<file path="src/rtl/sram_ctrl_pkg.sv">
// rtl/sram_ctrl_pkg.sv - shared widths, latency and arbitration types for the SRAM32768x96 access controller
package sram_ctrl_pkg;

  localparam int ADDRESSSIZE = 15;
  localparam int WORDSIZE    = 96;
  localparam int RA_BITS     = 11;
  localparam int CA_BITS     = 4;
  localparam int SRAM_RD_LAT = 2;

  typedef enum logic {
    ARB_WR = 1'b0,
    ARB_RD = 1'b1
  } arb_sel_e;

endpackage

</file>
<file path="src/rtl/sram_rsp_fifo.sv">
// rtl/sram_rsp_fifo.sv - DEPTH x WIDTH synchronous response FIFO, async active-high reset
module sram_rsp_fifo
  import sram_ctrl_pkg::*;
#(
  parameter int DEPTH = 2,
  parameter int WIDTH = WORDSIZE
) (
  input  logic             clk,
  input  logic             rst,
  input  logic             push,
  input  logic [WIDTH-1:0] push_data,
  input  logic             pop,
  output logic             full,
  output logic             empty,
  output logic [WIDTH-1:0] head
);

  localparam int PTR_W = (DEPTH > 1) ? $clog2(DEPTH) : 1;
  localparam int CNT_W = $clog2(DEPTH + 1);

  logic [WIDTH-1:0] mem_q [DEPTH];
  logic [WIDTH-1:0] mem_d [DEPTH];
  logic [PTR_W-1:0] wr_ptr_q, wr_ptr_d;
  logic [PTR_W-1:0] rd_ptr_q, rd_ptr_d;
  logic [CNT_W-1:0] count_q, count_d;
  logic             do_pop;

  function automatic logic [PTR_W-1:0] ptr_inc(input logic [PTR_W-1:0] p);
    return (p == PTR_W'(DEPTH - 1)) ? '0 : p + PTR_W'(1);
  endfunction

  assign full   = (count_q == CNT_W'(DEPTH));
  assign empty  = (count_q == '0);
  assign head   = mem_q[rd_ptr_q];
  assign do_pop = pop & ~empty;

  // The caller only pushes when there is room (or a pop frees the slot this cycle).
  always_comb begin
    mem_d    = mem_q;
    wr_ptr_d = wr_ptr_q;
    rd_ptr_d = rd_ptr_q;
    count_d  = count_q;
    if (push) begin
      mem_d[wr_ptr_q] = push_data;
      wr_ptr_d        = ptr_inc(wr_ptr_q);
    end
    if (do_pop) begin
      rd_ptr_d = ptr_inc(rd_ptr_q);
    end
    case ({push, do_pop})
      2'b10:   count_d = count_q + CNT_W'(1);
      2'b01:   count_d = count_q - CNT_W'(1);
      default: count_d = count_q;
    endcase
  end

  always_ff @(posedge clk or posedge rst) begin
    if (rst) begin
      for (int i = 0; i < DEPTH; i++) begin
        mem_q[i] <= '0;
      end
      wr_ptr_q <= '0;
      rd_ptr_q <= '0;
      count_q  <= '0;
    end else begin
      mem_q    <= mem_d;
      wr_ptr_q <= wr_ptr_d;
      rd_ptr_q <= rd_ptr_d;
      count_q  <= count_d;
    end
  end

endmodule

</file>
<file path="src/rtl/sram96_access_ctrl.sv">
// rtl/sram96_access_ctrl.sv - merges write/read request streams into registered SRAM32768x96 commands
// Define SRAM_CTRL_RR_ARB_EN for round-robin arbitration; default is fixed write priority.
module sram96_access_ctrl
  import sram_ctrl_pkg::*;
#(
  parameter int RSP_DEPTH = 2
) (
  input  logic                   iClk,
  input  logic                   iReset,
  input  logic                   iWrValid,
  output logic                   oWrReady,
  input  logic [ADDRESSSIZE-1:0] iWrAddr,
  input  logic [WORDSIZE-1:0]    iWrData,
  input  logic                   iRdValid,
  output logic                   oRdReady,
  input  logic [ADDRESSSIZE-1:0] iRdAddr,
  output logic                   oRspValid,
  input  logic                   iRspReady,
  output logic [WORDSIZE-1:0]    oRspData,
  output logic                   oNCE,
  output logic                   oNWRT,
  output logic [RA_BITS-1:0]     oRA,
  output logic [CA_BITS-1:0]     oCA,
  output logic [WORDSIZE-1:0]    oDIN,
  input  logic [WORDSIZE-1:0]    iDO
);

  localparam int CNT_W = $clog2(RSP_DEPTH + 1);

  logic                   wr_acc, rd_acc, credit_ok;
  logic                   rsp_push, rsp_pop, rsp_full, rsp_empty;
  logic [CNT_W-1:0]       inflight_q, inflight_d;
  logic [SRAM_RD_LAT-1:0] rd_pipe_q, rd_pipe_d;
  logic                   nce_q, nce_d;
  logic                   nwrt_q, nwrt_d;
  logic [RA_BITS-1:0]     ra_q, ra_d;
  logic [CA_BITS-1:0]     ca_q, ca_d;
  logic [WORDSIZE-1:0]    din_q, din_d;

  // inflight counts reads issued but not yet popped, so the FIFO can never be oversubscribed.
  assign credit_ok = (inflight_q < CNT_W'(RSP_DEPTH));
  assign wr_acc    = iWrValid & oWrReady;
  assign rd_acc    = iRdValid & oRdReady;

`ifdef SRAM_CTRL_RR_ARB_EN
  // ptr_q names the stream that wins the next contested cycle; a credit-starved read forfeits nothing.
  arb_sel_e ptr_q, ptr_d;
  logic     rd_elig;

  assign rd_elig  = iRdValid & credit_ok;
  assign oWrReady = ~(rd_elig & (ptr_q == ARB_RD));
  assign oRdReady = credit_ok & (~iWrValid | (ptr_q == ARB_RD));

  always_comb begin
    ptr_d = ptr_q;
    if (wr_acc) begin
      ptr_d = ARB_RD;
    end else if (rd_acc) begin
      ptr_d = ARB_WR;
    end
  end

  always_ff @(posedge iClk or posedge iReset) begin
    if (iReset) begin
      ptr_q <= ARB_WR;
    end else begin
      ptr_q <= ptr_d;
    end
  end
`else
  assign oWrReady = 1'b1;
  assign oRdReady = credit_ok & ~iWrValid;
`endif

  always_comb begin
    nce_d  = 1'b1;
    nwrt_d = 1'b1;
    ra_d   = ra_q;
    ca_d   = ca_q;
    din_d  = din_q;
    if (wr_acc) begin
      nce_d  = 1'b0;
      nwrt_d = 1'b0;
      ra_d   = iWrAddr[ADDRESSSIZE-1:CA_BITS];
      ca_d   = iWrAddr[CA_BITS-1:0];
      din_d  = iWrData;
    end else if (rd_acc) begin
      nce_d = 1'b0;
      ra_d  = iRdAddr[ADDRESSSIZE-1:CA_BITS];
      ca_d  = iRdAddr[CA_BITS-1:0];
    end
  end

  // Top bit of the shift marks the cycle in which iDO carries the data of an earlier read.
  assign rd_pipe_d = {rd_pipe_q[SRAM_RD_LAT-2:0], rd_acc};
  assign rsp_pop   = oRspValid & iRspReady;
  assign rsp_push  = rd_pipe_q[SRAM_RD_LAT-1] & (~rsp_full | rsp_pop);

  always_comb begin
    case ({rd_acc, rsp_pop})
      2'b10:   inflight_d = inflight_q + CNT_W'(1);
      2'b01:   inflight_d = inflight_q - CNT_W'(1);
      default: inflight_d = inflight_q;
    endcase
  end

  always_ff @(posedge iClk or posedge iReset) begin
    if (iReset) begin
      nce_q      <= 1'b1;
      nwrt_q     <= 1'b1;
      ra_q       <= '0;
      ca_q       <= '0;
      din_q      <= '0;
      rd_pipe_q  <= '0;
      inflight_q <= '0;
    end else begin
      nce_q      <= nce_d;
      nwrt_q     <= nwrt_d;
      ra_q       <= ra_d;
      ca_q       <= ca_d;
      din_q      <= din_d;
      rd_pipe_q  <= rd_pipe_d;
      inflight_q <= inflight_d;
    end
  end

  assign oNCE      = nce_q;
  assign oNWRT     = nwrt_q;
  assign oRA       = ra_q;
  assign oCA       = ca_q;
  assign oDIN      = din_q;
  assign oRspValid = ~rsp_empty;

  sram_rsp_fifo #(
    .DEPTH (RSP_DEPTH),
    .WIDTH (WORDSIZE)
  ) u_rsp_fifo (
    .clk       (iClk),
    .rst       (iReset),
    .push      (rsp_push),
    .push_data (iDO),
    .pop       (rsp_pop),
    .full      (rsp_full),
    .empty     (rsp_empty),
    .head      (oRspData)
  );

endmodule
</file>
<file path="config.mk">
export PLATFORM = sky130hd
export DESIGN_NAME = sram96_access_ctrl
export DESIGN_NICKNAME = d
export VERILOG_FILES = /design/src/rtl/sram_ctrl_pkg.sv /design/src/rtl/sram_rsp_fifo.sv /design/src/rtl/sram96_access_ctrl.sv
export SDC_FILE = /design/constraint.sdc
export NUM_CORES = 1
export LEC_CHECK = 0
export BUFFER_PORTS_ARGS = -buffer_cell sky130_fd_sc_hd__buf_2
export CAP_MARGIN = 20
export CORE_MARGIN = 2
export CORE_UTILIZATION = 41
export DETAILED_ROUTE_END_ITERATION = 12
export GPL_TIMING_DRIVEN = 0
export PLACE_DENSITY = 0.71
export SLEW_MARGIN = 10
export SYNTH_ARGS = -nofsm -noshare
export SYNTH_HDL_FRONTEND = slang
export SYNTH_SLANG_ARGS = --single-unit
</file>
<file path="constraint.sdc">
create_clock -name iClk -period 19.65 [get_ports iClk]
set_input_delay 3.93 -clock iClk [delete_from_list [all_inputs] [get_ports iClk]]
set_output_delay 3.93 -clock iClk [all_outputs]
set_load 0.02 [all_outputs]
</file>
==> impl_metrics.toml <==
[run_status]
status = "completed"

[floorplanning]
core_sq_um = 31310
ios = 439
rows = 65
start_util = 0.4129
die_x_um = 181.6
dieArea_sq_um = 32970
dieHeight_um = 181.6

[timing]
tns_ns = 0
tightest_slew_ns = 0.8605
finalHoldViolCount = 0
rsz0062_at_grt = "no"
slew-limit-headroom = 0.4263
max_freq_mhz = 110.6
setup-violations-final = 0
period_share = 0.4599
fin_skew_ns = 0.01370
period_needed_ns = 9.038
final-max-slew-violation-count = 0

[layout]
fillers = 2633
fin_nets = 1503
layout-area-overhead-vs-synth_pct = 30.74
drive_gt1_frac = 0.6957

[clocking]
htreeDepth = 2
cts_inserted_buffers = 34
post_cts_buffers = 0
clockRootBuffer = "clkbuf_16"
cts_max_path_buffers = 3
hold_buffers = 0
clkSinkCount = 313
cts_tree = "yes"
insertion_delay_ns = 0.50
clk_pin_slew_worst_paths_ns = 0.06
postCtsResizedCells = 0

[route]
drc = 0
dr.pass1.iters = 4
wl_per_cell_um = 19.77
antenna_left = 0
vias_per_cell = 4.949
first_iter_violations = 251
routed_wl_um = 33640
vias = 8418

[critical_path]
startpoint_type = "input pin"
path_class = "input pin to primary output"
crit_arrival_ns = 5.11
crit_family = "buffers and inverters"
path_depth = 5
slowest_stage = "buf_2"
critical_path_buf_inv_count = 4
crit_top_cell = "buf_2"
cp_max_fo = 10
cp_slowest_stage_delay_ns = 0.30
crit_chain = "clkbuf_1 > buf_2 > buf_2 > nor2_1 > buf_2"
rr_worst_depth = 5
required_ns = 15.72
cp-end-kind = "primary output"

[min_path]
hold_path.class = "flip-flop to flip-flop"
worstHoldPathCells = 0

[pwr]
peakVddDrop_mv = 0.06655
sw_frac_of_total = 0.3371
internal_power_mw = 1.794
p_total_mw = 2.706
pwr-share-comb = 0.379
clkPwrFrac = 0.255
powerDensity_nw_per_um2 = 160.1
switchingPower_mw = 0.9122
power.leakage_nw = 7.955
seqPwrFrac = 0.366

[yosys]
yosysWarningCount = 0
async_flop_share = 1.000
synth_top_area_frac = 0.6020
ys_ff_latch = 313
yosysMostFrequentCell = "mux2_2"
synth_edf_count = 0
syn_avg_cell_area_sq_um = 16.16
ys_seq_area_frac = 0.6060
synth_ff_type = "dfrtp_1"
synth_area_sq_um = 12930
syn-num-nets = 1029
synthTopCellsByArea = "dfrtp_1 (60%), mux2_2 (32%), mux2_1 (4.0%), buf_2 (1.0%), buf_4 (0.58%)"
synthTopCellsByCount = "mux2_2 (368), dfrtp_1 (311), mux2_1 (46)"
synth.largest_area_cell = "dfrtp_1"
syn_inst = 800
ys_types = 19

[global_route]
grt_max_degree = 110
grt_pass1_vias = 8929
antenna_found_initial = 3
grt.overflow.total = 0
grt_pass1_wl_um = 51420
grtUsageTotal = 0.2020

[place]
routabilityCongestion = 0.7869
hpwl_um = 25230
io_buffers = 436

[flow_run]
maxCapViolCount = 0
registers in the layout, indices dropped and copies added, names as in the netlist:
name,cells
u_rsp_fifo.mem_q,192
oDIN,96
oRA,11
oCA,4
inflight_q,2
rd_pipe_q,2
u_rsp_fifo.count_q,2
oNCE,1
oNWRT,1
u_rsp_fifo.rd_ptr_q,1
u_rsp_fifo.wr_ptr_q,1
routing by layer:
layer	wire length [um]	global-route usage
met5	27	0
met2	16920	0.3496
met3	2392	0.05756
met1	13070	0.2371
met4	1226	0.08098
final timing paths:
| check | startpoint | endpoint | slack (ns) |
|---|---|---|---|
| setup / recovery | iWrValid | oRdReady | 10.61 |
| hold / removal | rd_pipe_q[0] | rd_pipe_q[1] | 0.35 |
| setup reg to reg | u_rsp_fifo.count_q[1] | u_rsp_fifo.mem_q[26] | 17.48 |
| hold reg to reg | rd_pipe_q[0] | rd_pipe_q[1] | 0.35 |
| max in group asynchronous | iReset | u_rsp_fifo.mem_q[102] | 15.10 |
| min in group asynchronous | iReset | u_rsp_fifo.mem_q[24] | 3.55 |
per-stage QoR:
stage / hold WS, ns / std cells / area [sq um] / utilization / worst slack [ns]
after floorplan: 0.3312 / 800 / 12930 / - / 7.066
after global placement: 0.3364 / 1638 / 15610 / 0.4987 / 3.635
after detailed placement: 0.3355 / 1640 / 15680 / 0.5007 / 10.57
after CTS: 0.3504 / 1700 / 16900 / 0.5397 / 10.56
after global routing: 0.3538 / 1700 / 16900 / 0.5397 / 10.49
final: 0.3496 / 1701 / 16900 / 0.5398 / 10.61
kinds of logic (layout without fill, tap and decap cells):
kind of cell	after synthesis	count (layout)	synth area share
other	1	2	0.0002901
buffers and inverters	50	548	0.01994
adders and majority gates	2	2	0.001935
muxes	414	414	0.3606
xor gates and xnor gates	8	8	0.005420
AOI/OAI and AO/OA	1	1	0.0006776
DFF	313	313	0.6060
and+or+nand+nor	11	11	0.005130
power by group through the flow:
stage          registers [mW]  logic (mW)  clock network, mW
6_report                0.990        1.02              0.691
5_1_grt                  1.02        1.09              0.735
4_1_cts                 0.990        1.04              0.709
3_5_place_dp             1.00        1.04                  0
3_3_place_gp            0.987        1.02                  0
2_1_floorplan            1.00       0.693                  0
cell usage in the layout (no fill, tap or decap):
master	instances
nand2_1	2
clkbuf_8	7
conb_1	1
xnor2_1	6
clkinv_4	1
bufinv_16	5
ha_1	2
dfstp_2	2
clkinv_2	4
clkbuf_16	37
nor3b_2	2
inv_1	3
buf_16	2
mux2_1	46
nand2b_1	1
or2_2	1
diode_2	1
xor2_1	2
buf_4	10
a21oi_2	1
and2_1	1
inv_8	1
dfrtp_1	311
nor2_1	4
clkbuf_1	16
mux2_2	368
buf_2	462
worst reg2reg max path: stages (launching register included):
cell,delay (ns)
dfrtp_1,0.40
nor3b_2,0.18
nor2_1,0.42
buf_2,0.41
buf_4,0.27
mux2_2,0.36
layout make-up:
class                           instances  area [sq um]  share of cell area
Sequential cell                       313          7835              0.4635
Clock buffer                           50          1045             0.06181
Timing Repair Buffer                  438          2237              0.1324
Clock inverter                         10         178.9             0.01059
Tap cell                              402         503.0             0.02976
Buffer                                 46         242.7             0.01436
Inverter                                4         22.52            0.001332
Antenna cell                            1         2.502           0.0001480
Multi-Input combinational cell        437          4836              0.2861
Note: power is estimated with default switching activity, not from simulation.
